`config.mk`:
```
export PLATFORM = sky130hd
export DESIGN_NAME = cpu_sequencer
export DESIGN_NICKNAME = d
export VERILOG_FILES = /design/src/rtl/cpu_sequencer.sv
export SDC_FILE = /design/constraint.sdc
export NUM_CORES = 1
export LEC_CHECK = 0
export CAP_MARGIN = 20
export CORE_ASPECT_RATIO = 1.25
export CORE_MARGIN = 3
export CORE_UTILIZATION = 31
export DETAILED_ROUTE_END_ITERATION = 16
export PLACE_DENSITY = 0.66
export SYNTH_ARGS = -nofsm -noshare
export SYNTH_HDL_FRONTEND = slang
export SYNTH_SLANG_ARGS = --single-unit
```
`constraint.sdc`:
```
create_clock -name clk -period 1.5 [get_ports clk]
set_input_delay 0.15 -clock clk [delete_from_list [all_inputs] [get_ports clk]]
set_output_delay 0.15 -clock clk [all_outputs]
set_load 0.005 [all_outputs]
```
`src/rtl/cpu_sequencer.sv`:
```
// Multi-cycle control FSM for the 16-bit CPU: fetches into IR, decodes, and
// sequences PC, bus mux, register loads and the A/G ALU registers.
module cpu_sequencer #(
    parameter int DATA_W = 16,
    parameter int NREGS  = 8      // index fields are 3 bits, so at most 8
) (
    input  logic              clk,
    input  logic              rst,
    input  logic              run,
    input  logic [DATA_W-1:0] mem_data,
    input  logic              alu_zero,
    output logic              pc_enable,
    output logic              pc_select,
    output logic [3:0]        bus_sel,
    output logic [NREGS-1:0]  reg_load,
    output logic              a_load,
    output logic              g_load,
    output logic              alu_sub,
    output logic              done,
    output logic              halted
);

    typedef enum logic [2:0] {
        S_IDLE, S_FETCH, S_T1, S_T2, S_T3, S_HALT
    } state_t;

    typedef enum logic [2:0] {
        OP_MV  = 3'b000, OP_MVI = 3'b001, OP_ADD = 3'b010, OP_SUB  = 3'b011,
        OP_JMP = 3'b100, OP_JZ  = 3'b101, OP_NOP = 3'b110, OP_HALT = 3'b111
    } op_t;

    localparam logic [3:0] BUS_MEM  = 4'd8;
    localparam logic [3:0] BUS_G    = 4'd9;
    localparam logic [3:0] BUS_IDLE = 4'd15;

    state_t     state, state_nxt;
    // Only the op/rx/ry fields of the instruction word are kept; the low
    // seven bits carry no meaning for this sequencer.
    logic [8:0] ir;
    logic       z_flag;
    op_t        op;
    logic [2:0] rx, ry;
    logic       unused_ir_lo;

    assign op           = op_t'(ir[8:6]);
    assign rx           = ir[5:3];
    assign ry           = ir[2:0];
    assign unused_ir_lo = ^mem_data[DATA_W-10:0];

    // Out-of-range register indices select nothing for writes and R0 for reads.
    function automatic logic [NREGS-1:0] reg_dec(input logic [2:0] idx);
        reg_dec = '0;
        for (int i = 0; i < NREGS; i++)
            if (int'(idx) == i) reg_dec[i] = 1'b1;
    endfunction

    function automatic logic [3:0] reg_bus(input logic [2:0] idx);
        reg_bus = (int'(idx) < NREGS) ? {1'b0, idx} : 4'd0;
    endfunction

    always_ff @(posedge clk) begin
        if (rst) begin
            state  <= S_IDLE;
            ir     <= '0;
            z_flag <= 1'b0;
        end else begin
            state <= state_nxt;
            if (state == S_FETCH) ir     <= mem_data[DATA_W-1 -: 9];
            if (state == S_T2)    z_flag <= alu_zero;
        end
    end

    always_comb begin
        state_nxt = state;
        pc_enable = 1'b0;
        pc_select = 1'b0;
        bus_sel   = BUS_IDLE;
        reg_load  = '0;
        a_load    = 1'b0;
        g_load    = 1'b0;
        alu_sub   = 1'b0;
        done      = 1'b0;
        halted    = 1'b0;

        case (state)
            S_IDLE: if (run) state_nxt = S_FETCH;

            S_FETCH: begin
                pc_enable = 1'b1;
                state_nxt = S_T1;
            end

            S_T1: begin
                case (op)
                    OP_MV: begin
                        bus_sel  = reg_bus(ry);
                        reg_load = reg_dec(rx);
                        done     = 1'b1;
                    end
                    OP_MVI: begin
                        bus_sel   = BUS_MEM;
                        reg_load  = reg_dec(rx);
                        pc_enable = 1'b1;
                        done      = 1'b1;
                    end
                    OP_ADD, OP_SUB: begin
                        bus_sel = reg_bus(rx);
                        a_load  = 1'b1;
                    end
                    OP_JMP: begin
                        bus_sel   = reg_bus(rx);
                        pc_select = 1'b1;
                        pc_enable = 1'b1;
                        done      = 1'b1;
                    end
                    OP_JZ: begin
                        // Not taken: PC already points past the JZ word.
                        if (z_flag) begin
                            bus_sel   = reg_bus(rx);
                            pc_select = 1'b1;
                            pc_enable = 1'b1;
                        end
                        done = 1'b1;
                    end
                    default: done = 1'b1;   // NOP, HALT
                endcase

                if (op == OP_HALT)
                    state_nxt = S_HALT;
                else if (op == OP_ADD || op == OP_SUB)
                    state_nxt = S_T2;
                else
                    state_nxt = run ? S_FETCH : S_IDLE;
            end

            S_T2: begin
                bus_sel   = reg_bus(ry);
                g_load    = 1'b1;
                alu_sub   = ir[6];
                state_nxt = S_T3;
            end

            S_T3: begin
                bus_sel   = BUS_G;
                reg_load  = reg_dec(rx);
                done      = 1'b1;
                state_nxt = run ? S_FETCH : S_IDLE;
            end

            S_HALT: halted = 1'b1;

            default: state_nxt = S_IDLE;
        endcase
    end

endmodule

```
**Word level (Yosys, flattened, before mapping)**

Cells that the tools add are included.

- Equal/unequal tests: 19
- Multiply operators: 0
- Reductions and logical operators: 9
- $add $sub $neg: 0
- Bitwise logic cells: 1
- Order comparisons: 0
- Div/mod/pow operators: 0
- Shifts and indexed selects: 0
- Multiplexer cells: 30

Operators by type and width:

| kind | number |
|---|---|
| 3-bit equality test, second input constant | 9 |
| 3-bit by 2-bit equality test with 1-bit output, second input constant | 6 |
| 3-bit case mux with 6 select lines | 1 |
| 1-bit 2-to-1 mux | 17 |
| 4-bit case mux with 4 select lines | 1 |
| 8-bit case mux with 2 select lines | 1 |
| 4-bit case mux with 3 select lines | 1 |
| 3-bit by 1-bit equality test with 1-bit output, second input constant | 3 |
| 3-bit logical NOT | 3 |
| 8-bit 2-to-1 mux | 1 |
| 1-bit case mux with 2 select lines | 4 |
| 3-bit 2-to-1 mux | 2 |
| 2-bit OR reduction | 3 |
| 4-bit 2-to-1 mux | 1 |
| 3-bit OR reduction | 1 |
| 2-bit 2-to-1 mux | 1 |
| 2-bit != test, second input constant | 1 |
| 2-bit AND reduction | 1 |
| 1-bit logical OR | 1 |
| 1-bit NOT | 1 |

- Register bits: 13
- Memory bits (writable): 0
- Output and inout port bits: 19
- Memories kept: 0
- Bits in read-only memories: 0
- Bits in latches: 0

**Logic depth before layout (Yosys ltp)**

- Depth after elaboration: 5
- Mapped depth: 6
- Gate-level depth less buffers: 4

**Worst setup path before layout**

Ideal clock, no wire load.

- Kind: register -> output
- Start point: register state[1]
- End point: output port bus_sel[2]
- Slack: 0.113 ns
- Arrival: 1.237 ns
- Stages on the path, launching flop included: 7
- Data required time: 1.350 ns
- Cells stage by stage: dfxtp_1 buf_4 or3b_1 buf_6 a211oi_2 nand2_1 o211a_1

- Word-level cells in the longest chain between the ends: 2
- Elaborated cells between the ends (all ways): 4
- Those cells by class: eq/ne: 3; mux: 1

Ends and longest elaborated chain:

| item | RTL line | text |
|---|---|---|
| start: declaration | 36 | `state_t state, state_nxt;` |
| start signal: assignment | 67 | `state <= state_nxt;` |
| 3-bit equality test or 3-bit by 2-bit equality test with 1-bit output (tied branches) | 85 | `case (state)` |
| 4-bit case mux with 3 select lines (*) | 85 |  |
| end: declaration | 14 | `output logic [3:0] bus_sel,` |

Every way passes the cells marked *; elsewhere a longest branch is shown, timed or not.

**Final worst setup path**

- Start point: register state[2]
- End point: output port bus_sel[0]

Same word-level chain as after synthesis.

==> reports/qor.csv <==
stage,metric,value,unit
status,outcome,finished with violations,
status,failing checks,setup timing,
pwr,internal power,0.644,mW
routing,Post-Route WL,2820,um
pwr,power per standard cell area,612,nW/um2
floorplan,DIE WIDTH,52.0,um
cells_and_area,P&R area growth vs syn,84.4,%
floorplan,core area,2480,um2
clock_tree,total CTS buffers,3,
synth,"FF+latch count, synth",13,
clock_tree,CTS H-tree depth,1,
cells_and_area,Filler cells,206,
global_route,number of global-route vias before repair,1017,
routing,routed vias,1026,
pwr,Clock Power Share,23.6,%
clock_tree,clock sink count,13,
routing,Initial DRC Count,15,
floorplan,io pins,39,
worst_setup_path,cells along the critical path,or3b_4 > buf_4 > buf_6 > a221oi_2 > nor2_1 > buf_2,
worst_hold_path,hold crit path type,primary input to register,
synth,"EDFF count, synth",0,
worst_setup_path,nature of the critical path startpoint,register,
timing,Slew HR,77.4,%
clock_tree,CTS Hold Bufs,0,
global_route,global-route wire length before repair,4550,um
synth,Synth Warn #,0,
synth,Unique masters post-synth,31,
worst_setup_path,CP arrival,1.65,ns
synth,Adder-Cell Fraction of Synth Area,0,%
pwr,Sw Ratio,30.2,%
synth,Synth Area in Simple Gates,36.4,%
routing,DRC violations left,0,
synth,most numerous cell in the Yosys netlist,nand2_1,
synth,post-synth top area share,31.8,%
synth,fraction of the mapped netlist area in compound gates,25.8,%
global_route,Tot GR Track Use,17.9,%
floorplan,Die ar.,3300,um2
synth,mux cell area share after synthesis,0,%
synth,Cells after Synth,113,
synth,largest family of logic cells by synthesized area,simple AND/OR/NAND/NOR gates,
worst_setup_path,Max Fanout on Critical Path,4,
pwr,total power,0.924,mW
routing,routed len/inst,13.5,um
worst_setup_path,WP data required,1.35,ns
clock_tree,clk_lat worst skew,0.28,ns
synth,synth cell count leaders,"nand2_1 (27), a21oi_1 (13), dfxtp_1 (13)",
placed_design,routability cong.,0.867,
synth,Mapped Area,818,um2
timing,fin worst setup slack,-0.303,ns
placed_design,# port buffers,31,
timing,fin crit share,120,%
global_route,GRT overflow,0,
clock_tree,clock root buffer,clkbuf_4,
worst_setup_path,critical path's largest stage delay,0.43,ns
timing,FMAX,555,MHz
timing,Max Transition Viols Final,0,
pwr,leakage,0.691,nW
pwr,Net Sw Power,0.279,mW
timing,RSZ-0062 raised after global routing,yes,
timing,Setup TNS,-3.39,ns
cells_and_area,share of layout cells above drive strength 1,48.3,%
timing,Post-Route Skew,0.00621,ns
floorplan,die height,63.4,um
floorplan,Initial Util,33.0,%
synth,top post-synthesis cells by area,"dfxtp_1 (32%), nand2_1 (12%), a21oi_1 (8.0%), nand2b_1 (6.1%), nor2_1 (4.1%)",
timing,endpoints failing setup,17,
clock_tree,"CTS clk-pin slew, worst paths",0.08,ns
routing,Vias/cell,4.91,
cells_and_area,nets,197,
placed_design,Inst Count DP,193,
pwr,part of the power in registers,41.4,%
timing,slew at the pin with the worst max-slew slack,0.331,ns
cells_and_area,Finished Layout Cells,209,
flow_run,Max-Cap Viols,0,
synth,Mapped Avg Cell Area,7.24,um2
worst_setup_path,slowest CP cell,or3b_4,
timing,fin crit period,1.80,ns
synth,"Seq/Total Area, Yosys",31.8,%
pwr,Max VDD drop,0.000434,V
worst_setup_path,worst path bufs/invs,3,
synth,Post-synth ARST share,0,%
global_route,antenna violations before repair,0,
clock_tree,CTS tree,yes,
synth,Synth Flop Type,dfxtp_1,
clock_tree,Max clock buf depth,2,
routing,ANT nets after route,0,
worst_setup_path,Setup Crit Path Kind,register to output pin,
worst_setup_path,Crit. End Element,output pin,
floorplan,Row Count,20,
synth,Post-Syn Nets,133,
synth,Yosys top cell by area,dfxtp_1,
timing,Final Hold Fails,0,
global_route,largest net degree at the start of global routing,13,
routing,1st-pass router iterations,4,
placed_design,DPL Wire Length,1880,um
cells_and_area,ANT cells,0,
worst_setup_path,Crit path max-delay family,simple AND/OR/NAND/NOR gates,
pwr,Comb power frac,34.9,%
synth,xor/xnor share of the synthesized area,0,%
-- cells in the final DEF (no fill, tap or decap), types with 3 or more instances in the layout --
master,Yosys,final
a21oi_1,13,12
buf_2,3,16
buf_4,1,26
buf_6,1,9
clkbuf_4,0,3
clkdlybuf4s50_1,0,12
dfxtp_1,13,9
nand2_1,27,24
nand2b_1,8,6
nor2_1,9,6
nor2_2,1,3
o21ai_0,5,4
-- power groups by stage --
stage	combinational (mW)	clock (mW)	sequential, mW
floorplan	0.115	0	0.391
global placement	0.247	0	0.389
detailed placement	0.251	0	0.389
CTS	0.292	0.220	0.383
global route	0.351	0.234	0.385
finish	0.323	0.218	0.383
-- state kept, by name, summed over array words and instances, names as in the netlist --
name,flops
state,3
ir,9
z_flag,1
-- cell type report --
class	instances	area [um2]	area share (%)
Sequential cell	13	270	17.9
Multi-Input combinational cell	91	642	42.5
Inverter	2	7.51	0.498
Tap cell	33	41.3	2.74
Clock buffer	4	26.3	1.74
Timing Repair Buffer	66	522	34.6
-- cells by family (layout without fill, tap and decap cells) --
| logic type | after synthesis | in the layout |
|---|---|---|
| and+or+nand+nor | 60 | 60 |
| buffers and inverters | 9 | 72 |
| DFF | 13 | 13 |
| AOI/OAI and AO/OA | 31 | 31 |
-- worst paths after layout --
check,depth (start not counted),start,to,slack (ns)
hold / removal,3,mem_data[13],ir[6],0.41
hold reg to reg,2,ir[1],ir[1],0.50
setup reg to reg,7,state[2],state[1],-0.03
setup / recovery,6,state[2],bus_sel[0],-0.30
-- tightest hold or removal path: cells and delay by family --
family,cells,cell delay [ns]
buffers and inverters,1,0.39
AO/OA/AOI/OAI,1,0.05
AND/OR/NAND/NOR,1,0.05
-- timing repair --
action,CTS,global route
buffers inserted,9,3
resized for setup,99,17
endpoints found under the setup margin,19,28
pin swaps,16,2
-- per-stage QoR --
stage	worst slack, ns	hold WS [ns]	utilization, %	instance area (um2)
final	-0.303	0.408	60.9	1510
after global routing	-0.376	0.406	60.9	1510
after CTS	-0.282	0.407	58.6	1450
after detailed placement	-0.306	0.483	52.5	1300
after global placement	-0.251	0.482	52.5	1300
after floorplan	0.113	0.219	-	818
-- layer usage --
layer  part of all wire (%)  GRT usage [%]  up-vias
met1                     42           21.8      486
li1                       -              -      512
met5                      0              0        -
met3                    2.5          0.709        5
met2                     54           31.6       23
met4                    1.7           7.87        0
Note: power is estimated with default switching activity, not from simulation.
